[src/rtl/fight_round_controller_if.sv]
// Player action interface between the round controller (master), the
// keypad/decoder front end and the two player FSMs (slave side).
interface fight_round_controller_if;
    logic       p1_valid;
    logic [2:0] p1_action;
    logic       p2_valid;
    logic [2:0] p2_action;
    logic [1:0] health1;
    logic [1:0] health2;
    logic [2:0] action1;
    logic [2:0] action2;
    logic       actionEnable;
    logic       isGameOver;
    logic [1:0] winner;
    logic [7:0] round_count;

    modport master (
        input  p1_valid, p1_action, p2_valid, p2_action, health1, health2,
        output action1, action2, actionEnable, isGameOver, winner, round_count
    );

    modport slave (
        output p1_valid, p1_action, p2_valid, p2_action, health1, health2,
        input  action1, action2, actionEnable, isGameOver, winner, round_count
    );
endinterface

[src/rtl/fight_round_controller.sv]
// Collects one action per player per round, strobes actionEnable, then judges health.
// Optional macro ROUND_LIMIT_EN ends the game after MAX_ROUNDS rounds, judged on health.
module fight_round_controller #(
    parameter int EN_CYCLES  = 2,
    parameter int TIMEOUT    = 16,
    parameter int MAX_ROUNDS = 32
) (
    input  logic                      clk,
    input  logic                      reset,
    fight_round_controller_if.master  bus
);

    typedef enum logic [2:0] {COLLECT, ENABLE, RELEASE, CHECK, OVER} state_t;

    localparam logic [2:0] ACT_AWAIT = 3'b010;
    localparam int TW = (TIMEOUT > 1) ? $clog2(TIMEOUT) : 1;
    localparam int EW = (EN_CYCLES > 1) ? $clog2(EN_CYCLES) : 1;
    localparam logic [TW-1:0] TIMER_LAST = TW'((TIMEOUT > 0) ? TIMEOUT - 1 : 0);
    localparam logic [EW-1:0] EN_LAST    = EW'((EN_CYCLES > 0) ? EN_CYCLES - 1 : 0);

    if (EN_CYCLES < 1) begin : g_bad_en_cycles
        $error("EN_CYCLES must be at least 1");
    end
    if (MAX_ROUNDS < 1 || MAX_ROUNDS > 255) begin : g_bad_max_rounds
        $error("MAX_ROUNDS must be in 1..255");
    end

    state_t        state;
    logic          got1, got2;
    logic [TW-1:0] timer;
    logic [EW-1:0] en_cnt;

    logic       h1_alive, h2_alive, missing_valid;
    logic [7:0] rc_next;

    // Wrapped health (e.g. 11 after underflow) still counts as alive.
    assign h1_alive      = (bus.health1 != 2'b00);
    assign h2_alive      = (bus.health2 != 2'b00);
    assign missing_valid = got1 ? bus.p2_valid : bus.p1_valid;
    assign rc_next       = (bus.round_count == 8'hFF) ? bus.round_count : bus.round_count + 8'd1;

    // NOTE: all state and outputs use non-blocking assignments under an async
    // reset so every register updates from pre-edge values and actionEnable
    // drops the moment reset asserts, without waiting for a clock.
    always_ff @(posedge clk or negedge reset) begin
        if (!reset) begin
            state            <= COLLECT;
            got1             <= 1'b0;
            got2             <= 1'b0;
            timer            <= '0;
            en_cnt           <= '0;
            bus.action1      <= ACT_AWAIT;
            bus.action2      <= ACT_AWAIT;
            bus.actionEnable <= 1'b0;
            bus.isGameOver   <= 1'b0;
            bus.winner       <= 2'b00;
            bus.round_count  <= 8'd0;
        end else begin
            case (state)
                COLLECT: begin
                    if (got1 && got2) begin
                        state            <= ENABLE;
                        bus.actionEnable <= 1'b1;
                        en_cnt           <= '0;
                    end else begin
                        if (bus.p1_valid) begin
                            bus.action1 <= bus.p1_action;
                            got1        <= 1'b1;
                        end
                        if (bus.p2_valid) begin
                            bus.action2 <= bus.p2_action;
                            got2        <= 1'b1;
                        end
                        if (!got1 && !got2) begin
                            if (bus.p1_valid || bus.p2_valid) timer <= '0;
                        end else if (TIMEOUT != 0) begin
                            // A late valid from the missing player beats the timeout.
                            if (!missing_valid && timer == TIMER_LAST) begin
                                if (got1) begin
                                    bus.action2 <= ACT_AWAIT;
                                    got2        <= 1'b1;
                                end else begin
                                    bus.action1 <= ACT_AWAIT;
                                    got1        <= 1'b1;
                                end
                                state            <= ENABLE;
                                bus.actionEnable <= 1'b1;
                                en_cnt           <= '0;
                            end else begin
                                timer <= timer + 1'b1;
                            end
                        end
                    end
                end

                ENABLE: begin
                    if (en_cnt == EN_LAST) begin
                        state            <= RELEASE;
                        bus.actionEnable <= 1'b0;
                    end else begin
                        en_cnt <= en_cnt + 1'b1;
                    end
                end

                RELEASE: state <= CHECK;

                CHECK: begin
                    bus.round_count <= rc_next;
                    got1            <= 1'b0;
                    got2            <= 1'b0;
                    timer           <= '0;
                    if (!h1_alive || !h2_alive) begin
                        state          <= OVER;
                        bus.isGameOver <= 1'b1;
                        bus.winner     <= {!h1_alive, !h2_alive};
                    end
`ifdef ROUND_LIMIT_EN
                    else if (rc_next == 8'(MAX_ROUNDS)) begin
                        state          <= OVER;
                        bus.isGameOver <= 1'b1;
                        if (bus.health1 > bus.health2)      bus.winner <= 2'b01;
                        else if (bus.health2 > bus.health1) bus.winner <= 2'b10;
                        else                                bus.winner <= 2'b11;
                    end
`endif
                    else begin
                        state <= COLLECT;
                    end
                end

                OVER: begin
                    bus.actionEnable <= 1'b0;
                    bus.isGameOver   <= 1'b1;
                end

                default: state <= COLLECT;
            endcase
        end
    end

endmodule

[src/flat_wrapper.sv]
// flat-port wrapper written by rule: the top's interface ports become plain ports
module fight_round_controller_flat 
#(
    parameter int EN_CYCLES  = 2,
    parameter int TIMEOUT    = 16,
    parameter int MAX_ROUNDS = 32
)
  (clk, reset, bus_p1_valid, bus_p1_action, bus_p2_valid, bus_p2_action, bus_health1, bus_health2, bus_action1, bus_action2, bus_actionEnable, bus_isGameOver, bus_winner, bus_round_count);
  fight_round_controller_if bus_i ();
  input  logic clk;
  input  logic reset;
  input wire logic [$bits(bus_i.p1_valid)-1:0] bus_p1_valid;
  input wire logic [$bits(bus_i.p1_action)-1:0] bus_p1_action;
  input wire logic [$bits(bus_i.p2_valid)-1:0] bus_p2_valid;
  input wire logic [$bits(bus_i.p2_action)-1:0] bus_p2_action;
  input wire logic [$bits(bus_i.health1)-1:0] bus_health1;
  input wire logic [$bits(bus_i.health2)-1:0] bus_health2;
  output wire logic [$bits(bus_i.action1)-1:0] bus_action1;
  output wire logic [$bits(bus_i.action2)-1:0] bus_action2;
  output wire logic [$bits(bus_i.actionEnable)-1:0] bus_actionEnable;
  output wire logic [$bits(bus_i.isGameOver)-1:0] bus_isGameOver;
  output wire logic [$bits(bus_i.winner)-1:0] bus_winner;
  output wire logic [$bits(bus_i.round_count)-1:0] bus_round_count;
  assign bus_i.p1_valid = bus_p1_valid;
  assign bus_i.p1_action = bus_p1_action;
  assign bus_i.p2_valid = bus_p2_valid;
  assign bus_i.p2_action = bus_p2_action;
  assign bus_i.health1 = bus_health1;
  assign bus_i.health2 = bus_health2;
  assign bus_action1 = bus_i.action1;
  assign bus_action2 = bus_i.action2;
  assign bus_actionEnable = bus_i.actionEnable;
  assign bus_isGameOver = bus_i.isGameOver;
  assign bus_winner = bus_i.winner;
  assign bus_round_count = bus_i.round_count;
  fight_round_controller #(.EN_CYCLES(EN_CYCLES), .TIMEOUT(TIMEOUT), .MAX_ROUNDS(MAX_ROUNDS)) u_core (.clk(clk), .reset(reset), .bus(bus_i));
endmodule
[config.mk]
export PLATFORM = sky130hd
export DESIGN_NAME = fight_round_controller_flat
export DESIGN_NICKNAME = d
export VERILOG_FILES = /design/src/rtl/fight_round_controller_if.sv /design/src/rtl/fight_round_controller.sv /design/src/flat_wrapper.sv
export SDC_FILE = /design/constraint.sdc
export NUM_CORES = 1
export LEC_CHECK = 0
export CORE_MARGIN = 2
export CORE_UTILIZATION = 51
export CTS_BUF_LIST = sky130_fd_sc_hd__clkbuf_8
export DETAILED_ROUTE_END_ITERATION = 8
export PLACE_DENSITY = 0.8
export RECOVER_POWER = 100
export SETUP_SLACK_MARGIN = 0.5
export SLEW_MARGIN = 30
export SYNTH_ARGS = -nofsm -noshare
export SYNTH_HDL_FRONTEND = slang
export SYNTH_SLANG_ARGS = --single-unit
export TNS_END_PERCENT = 30
[constraint.sdc]
create_clock -name clk -period 2.2 [get_ports clk]
set_input_delay 0.44 -clock clk [delete_from_list [all_inputs] [get_ports clk]]
set_output_delay 0.44 -clock clk [all_outputs]
set_load 0.01 [all_outputs]
==> impl_results.md <==
- Outcome: completed
- Worst path max stage delay: roughly 0.40 ns
- TritonCTS clock tree: built
- Worst path bufs/invs: 0
- Routed wire length: roughly 3300 µm
- Number of synthesized register bits: 28
- R2R Setup Slk: 0.35 ns
- Maximum vdd drop: about 0.00094 V
- First-pass GRT wire length: approximately 5400 µm
- CP delay by family, top: simple AND/OR/NAND/NOR gates
- Synthesized area: ~1400 µm²
- Main combinational cell family by area after synthesis: simple AND/OR/NAND/NOR gates
- Setup CP Type: reg2reg
- Syn nets: between 150 and 200
- DR WL/cell: around 16 µm
- Synth Area in XOR/XNOR: around 4.3%
- CTS root buf: clkbuf_8
- Leakage: between 0.8 and 0.9 nW
- Die width: about 57 µm
- H-Tree Depth: 1
- Area Growth Syn to Fin: 33.5%
- Starting Density: a little over half
- Sink Count: 28
- Slowest-stage cell, CP: dfrtp_1
- Post-synthesis sequential area ratio: around half
- Mean post-synth cell area: 10.3 µm²
- Critical Path Source Type: register
- CP startpoint: u_core.timer[0]
- Worst skew pair latency: between 0.2 and 0.3 ns
- Core ar.: approximately 2700 µm²
- IO Pins: 32
- DRC viols: 0
- Number of flops mapped to enable cells by yosys: 0
- CP Cell Sequence: ha_1, and4_1, o21a_1, nor3_1, mux2_4
- Antenna-violating nets left: 0
- Setup Skew: around 0.0047 ns
- Slew HR: a little under three fifths
- Ys async rst share: between 90% and 100%
- Number of global-route vias before repair: between 1000 and 1500
- Post-Synth Adder-Cell Area: 1.77%
- Nets: 201
- Critical Path RT: 2.36 ns
- R2R Path Start: u_core.timer[0]
- Final period utilization: 84.2%
- Largest net degree at the start of global routing: 29
- Synthesis warning total: 0
- CTS max path bufs: 2
- Top cells by area, synth: dfrtp_1, nand2_1, dfstp_2, nand3_1, o31ai_1
- Routed vias: ~1300
- Initial antenna violation count: 0
- Final-report max-slew violation count: 0
- Crit-path max FO: 5
- Vias per cell: 6.02
- Routability congestion estimate: roughly 0.92
- Total die area: about 3200 µm²
- Simple-gate share of the synthesized area: a little over a fifth
- Peak Freq: about 540 MHz
- WP data arrival: 2.02 ns
- First-pass iteration count of the detailed router: 4
- Final-report setup violation count: 0
- Unrepaired setup endpoints after global routing: true
- Share of layout cells above drive strength 1: roughly 16%
- PwrDens: between 1000 and 1500 nW/µm²
- Most common cell in the netlist: dfrtp_1
- Setup_tns: 0 ns
- Share of the synthesized area in the top cell type: approximately 46%
- Slew @ Worst Pin: ~0.67 ns
- Final critical-path required period: between 1.5 and 2 ns
- Number of port buffers: 31
- CTS clk-pin slew, worst paths: 0.09 ns
- Ant diodes: 0
- Cell taking the most area after synthesis: dfrtp_1
- Final design utilization: a little over two thirds
- Crit. End Element: register
- GR Util All Layers: 21.3%
- TritonCTS Buffers: 3
- Drt first-iter violations: 30
- Rows: 19
- Compound-Gate Fraction of Synth Area: around 17%
- Synthesized instance count: ~140
- Main synth FF type: dfrtp_1
- FILL cells: approximately 220
- Final hold viol count: 0
- Commonest cells in the synthesized netlist: dfrtp_1, nand2_1, nor2_1
- Max-cap violation count: 0
- Tot Pwr: between 2 and 2.5 mW
- Gr ovfl total: 0
- Die extent in y: ~57 µm
- Worst hold path class: reg2reg
- Proportion of synthesized area in mux cells: 2.47%
- Synth unique cells: 42
- Post-DP HPWL: approximately 2200 µm
- Hold_sp: u_core.bus.action2[1]
path summary, 6_finish.rpt:
| kind | end | depth (start not counted) |
|---|---|---|
| max | u_core.timer[0] | 5 |
| min | u_core.bus.action2[1] | 2 |
| max reg2reg | u_core.timer[0] | 5 |
| min reg2reg | u_core.bus.action2[1] | 2 |
| max in group asynchronous | u_core.bus.action1[1] | 2 |
| min in group asynchronous | u_core.en_cnt | 2 |
flip-flops by register name, summed over array words and instances (netlist names):
register,flops
u_core.en_cnt,1
u_core.got2,1
u_core.got1,1
u_core.bus.isGameOver,1
u_core.bus.action1,3
u_core.bus.action2,3
u_core.bus.winner,2
u_core.bus.actionEnable,1
u_core.timer,4
u_core.bus.round_count,8
u_core.state,3
routing by layer:
layer	up-vias	GRT usage (%)	share of wire, %
met2	60	34.4	50
met3	6	4.15	6.7
met1	625	27.8	42
li1	598	-	-
met5	-	0	0
met4	0	9.18	1.9
stage by stage:
stage	instances	hold slack [ns]	cell area (µm²)	setup WS [ns]
floorplan	137	0.144	1420	0.511
finish	214	0.470	1890	0.347
global placement	198	0.451	1770	0.247
CTS	201	0.473	1820	0.421
detailed placement	198	0.461	1770	0.205
global route	214	0.521	1890	0.227
worst register-to-register path, stage by stage (launching register included):
cell and delay (ns):
dfrtp_1 0.40, ha_1 0.26, and4_1 0.24, o21a_1 0.20, nor3_1 0.33, mux2_4 0.33
layout make-up:
class                   count  area, µm²  share of cell area, %
flip-flops and latches     28        711                   37.6
clock buffers               3       41.3                   2.18
repair buffers             47        430                   22.8
inverters                   5       18.8                  0.993
well taps                  31       38.8                   2.05
multi-input cells         100        651                   34.4
power breakdown:
| group | leakage (nW) | switching [mW] | internal [mW] |
|---|---|---|---|
| Combinational | 0.518 | 0.585 | 0.657 |
| Sequential | 0.337 | 0.232 | 0.734 |
| Clock | 0.0216 | 0.150 | 0.123 |
kinds of logic (layout without fill, tap and decap cells):
logic type / after synthesis / in the layout
xor+xnor: 7 / 7
simple gates: 56 / 56
mux: 3 / 3
buf+inv: 9 / 55
flops: 28 / 28
compound gates: 32 / 32
fa+ha+maj: 2 / 2
cell usage in the layout (no fill, tap or decap), types with 6 or more instances in the layout:
| cell | n |
|---|---|
| dfrtp_1 | 20 |
| a21oi_1 | 6 |
| dlygate4sd3_1 | 17 |
| dfrtp_2 | 6 |
| nor3_1 | 7 |
| buf_4 | 15 |
| clkdlybuf4s50_1 | 11 |
| nor2_1 | 9 |
| nand3_1 | 8 |
| nand2_1 | 16 |
timing repair:
action,4_1_cts,5_1_grt
buffers inserted,0,13
pin swaps,0,3
gates resized for setup,3,11
hold buffers,0,0
endpoints found under the setup margin,10,25
Note: power is estimated with default switching activity, not from simulation.
==> RTL edit (config.mk and constraints unchanged) <==
Make the reset (`reset`) synchronous in one clocked block. Comments in the files are not updated.
--- a/src/rtl/fight_round_controller.sv
+++ b/src/rtl/fight_round_controller.sv
@@ -44,3 +44,3 @@
     // drops the moment reset asserts, without waiting for a clock.
-    always_ff @(posedge clk or negedge reset) begin
+    always_ff @(posedge clk) begin
         if (!reset) begin
Function: differs if reset is asserted again (counterexample within 4 cycles, from zero or initial values and one cycle with reset low); with reset held inactive, the same outputs for 10 cycles.
==> RTL edit against the unedited design <==
Critical path depth down 1; cell area is 4.0% lower; first-iteration DRC count increased by 40%; synthesized area is 1.2% higher; highest routed layer unchanged; setup slack better by 0.0059 ns; via count is 2.0% higher; wire length is 2.6% higher; sequential cell count stayed put.
Power is not compared: it rests on default switching activity, and its combinational part moved more than twofold at a synthesized area within 25%.
==> RTL edit: results (changes against the unedited design) <==
[status]
status=finished clean  ; unchanged

[setup_path]
crit_path_max_incr_delay_ns=0.47  ; was 0.40 ns
r2r_end=u_core.timer[1]  ; was u_core.timer[0]
timing.rr.start=u_core.state[2]  ; was u_core.timer[0]
worst-r2r-cell-count=4  ; was 5
crit_arrival_ns=2.04  ; was 2.02 ns
worst-path-max-fanout=16  ; was 5
cp_slowest_cell=clkdlybuf4s50_1  ; was dfrtp_1
reg2reg_slack_ns=0.40  ; was 0.35 ns

[synth]
synth_nets=174  ; was 153
ys_async_sr_fraction=0  ; was 1.00
synth.avg_cell_area_sq_um=9.08  ; was 10.3 sq um
synth_top_cells_by_area=dfxtp_1, a21oi_1, a2111oi_4  ; was dfrtp_1, nand2_1, dfstp_2
yosys-top-cells-count=dfxtp_1, nand2_1, a21oi_1, nor2_1  ; was dfrtp_1, nand2_1, nor2_1

[sta]
worst_clock_skew_ns=0.00584  ; was 0.00468 ns
worst_slew_pin_slew_ns=0.602  ; was 0.666 ns

[cells_and_area]
layout-drive-gt1-share=0.134  ; was 0.158
seqCellArea_sq_um=566  ; was 711 sq um
buf_share=0.180  ; was 0.228
sh_seq_area=0.312  ; was 0.376
multi_input_area_share=0.433  ; was 0.344
fin_nets=204  ; was 201
nMultiInputCombCells=114  ; was 100
fillCellCount=240  ; was 218
area_share_clock_buf_inv=0.0393  ; was 0.0218

[die]
core-area_sq_mm=0.00271  ; was 0.00269 sq mm

[global_route]
grt_pass1_vias=1249  ; was 1222
grt_pass1_wl_um=5680  ; was 5420 um
track_usage=0.219  ; was 0.213

[routing]
routed_wl_um=3420  ; was 3340 um
wire_per_inst_um=15.7  ; was 15.6 um
wl_met1_um=1470  ; was 1390 um
vias_per_cell=6.03  ; was 6.02
dr_wl_met3_um=149  ; was 223 um

[placed_design]
dp.cells=214  ; was 198
place_hpwl_um=2390  ; was 2190 um
place_congestion=0.836  ; was 0.924
postPlaceCellArea_sq_mm=0.00174  ; was 0.00177 sq mm

[min_path]
whs_endpoint=u_core.bus.action1[0]  ; was u_core.bus.action2[1]

[RTL edit: what timing repair did]
item                       4_1_cts  5_1_grt
setup buffers                    0        0
pin swaps                        1        1
gates resized for setup          7        3
hold endpoints to repair         0        0
setup endpoints to repair        8       15
[RTL edit: per-layer routing]
| metal | global-route usage | up-vias |
|---|---|---|
| li1 | - | 643 |
| met1 | 0.266 | 629 |
| met2 | 0.406 | 37 |
| met3 | 0.0340 | 6 |
| met4 | 0.0465 | 0 |
| met5 | 0 | - |
[RTL edit: worst max path at each step]
stage,startpoint,end
after floorplan,bus_p2_valid,u_core.timer[1]
after global placement,bus_p2_valid,u_core.timer[1]
after detailed placement,bus_p2_valid,u_core.timer[1]
after CTS,u_core.bus.round_count[2],bus_round_count[2]
after global routing,reset,u_core.bus.isGameOver
final,reset,u_core.bus.isGameOver
[RTL edit: power groups by stage]
stage,combinational (mW),clock (mW),sequential [mW]
final,0.164,0.396,0.557
after floorplan,0.116,0,0.556
after CTS,0.169,0.402,0.557
after detailed placement,0.164,0,0.568
after global routing,0.179,0.427,0.561
after global placement,0.160,0,0.567
[RTL edit: logic make-up (layout without fill, tap and decap cells)]
group	count (synthesis)	count (layout)	synth area share
and+or+nand+nor	62	62	0.254
xor gates and xnor gates	2	2	0.0122
buffers and inverters	16	45	0.0611
adders and majority gates	2	2	0.0174
DFF	28	28	0.391
muxes	3	3	0.0236
AOI/OAI and AO/OA	45	45	0.241
[RTL edit: per-stage QoR]
step                      total power [mW]  worst slack [ns]
final                                 1.12             0.353
after global routing                  1.17             0.239
after CTS                             1.13             0.495
after detailed placement             0.732             0.139
after global placement               0.726             0.246
after floorplan                      0.672             0.617
[RTL edit: critical path: cells and delay by family]
family	cells	cell delay [ns]
AO/OA/AOI/OAI	1	0.28
buffers and inverters	3	1.31
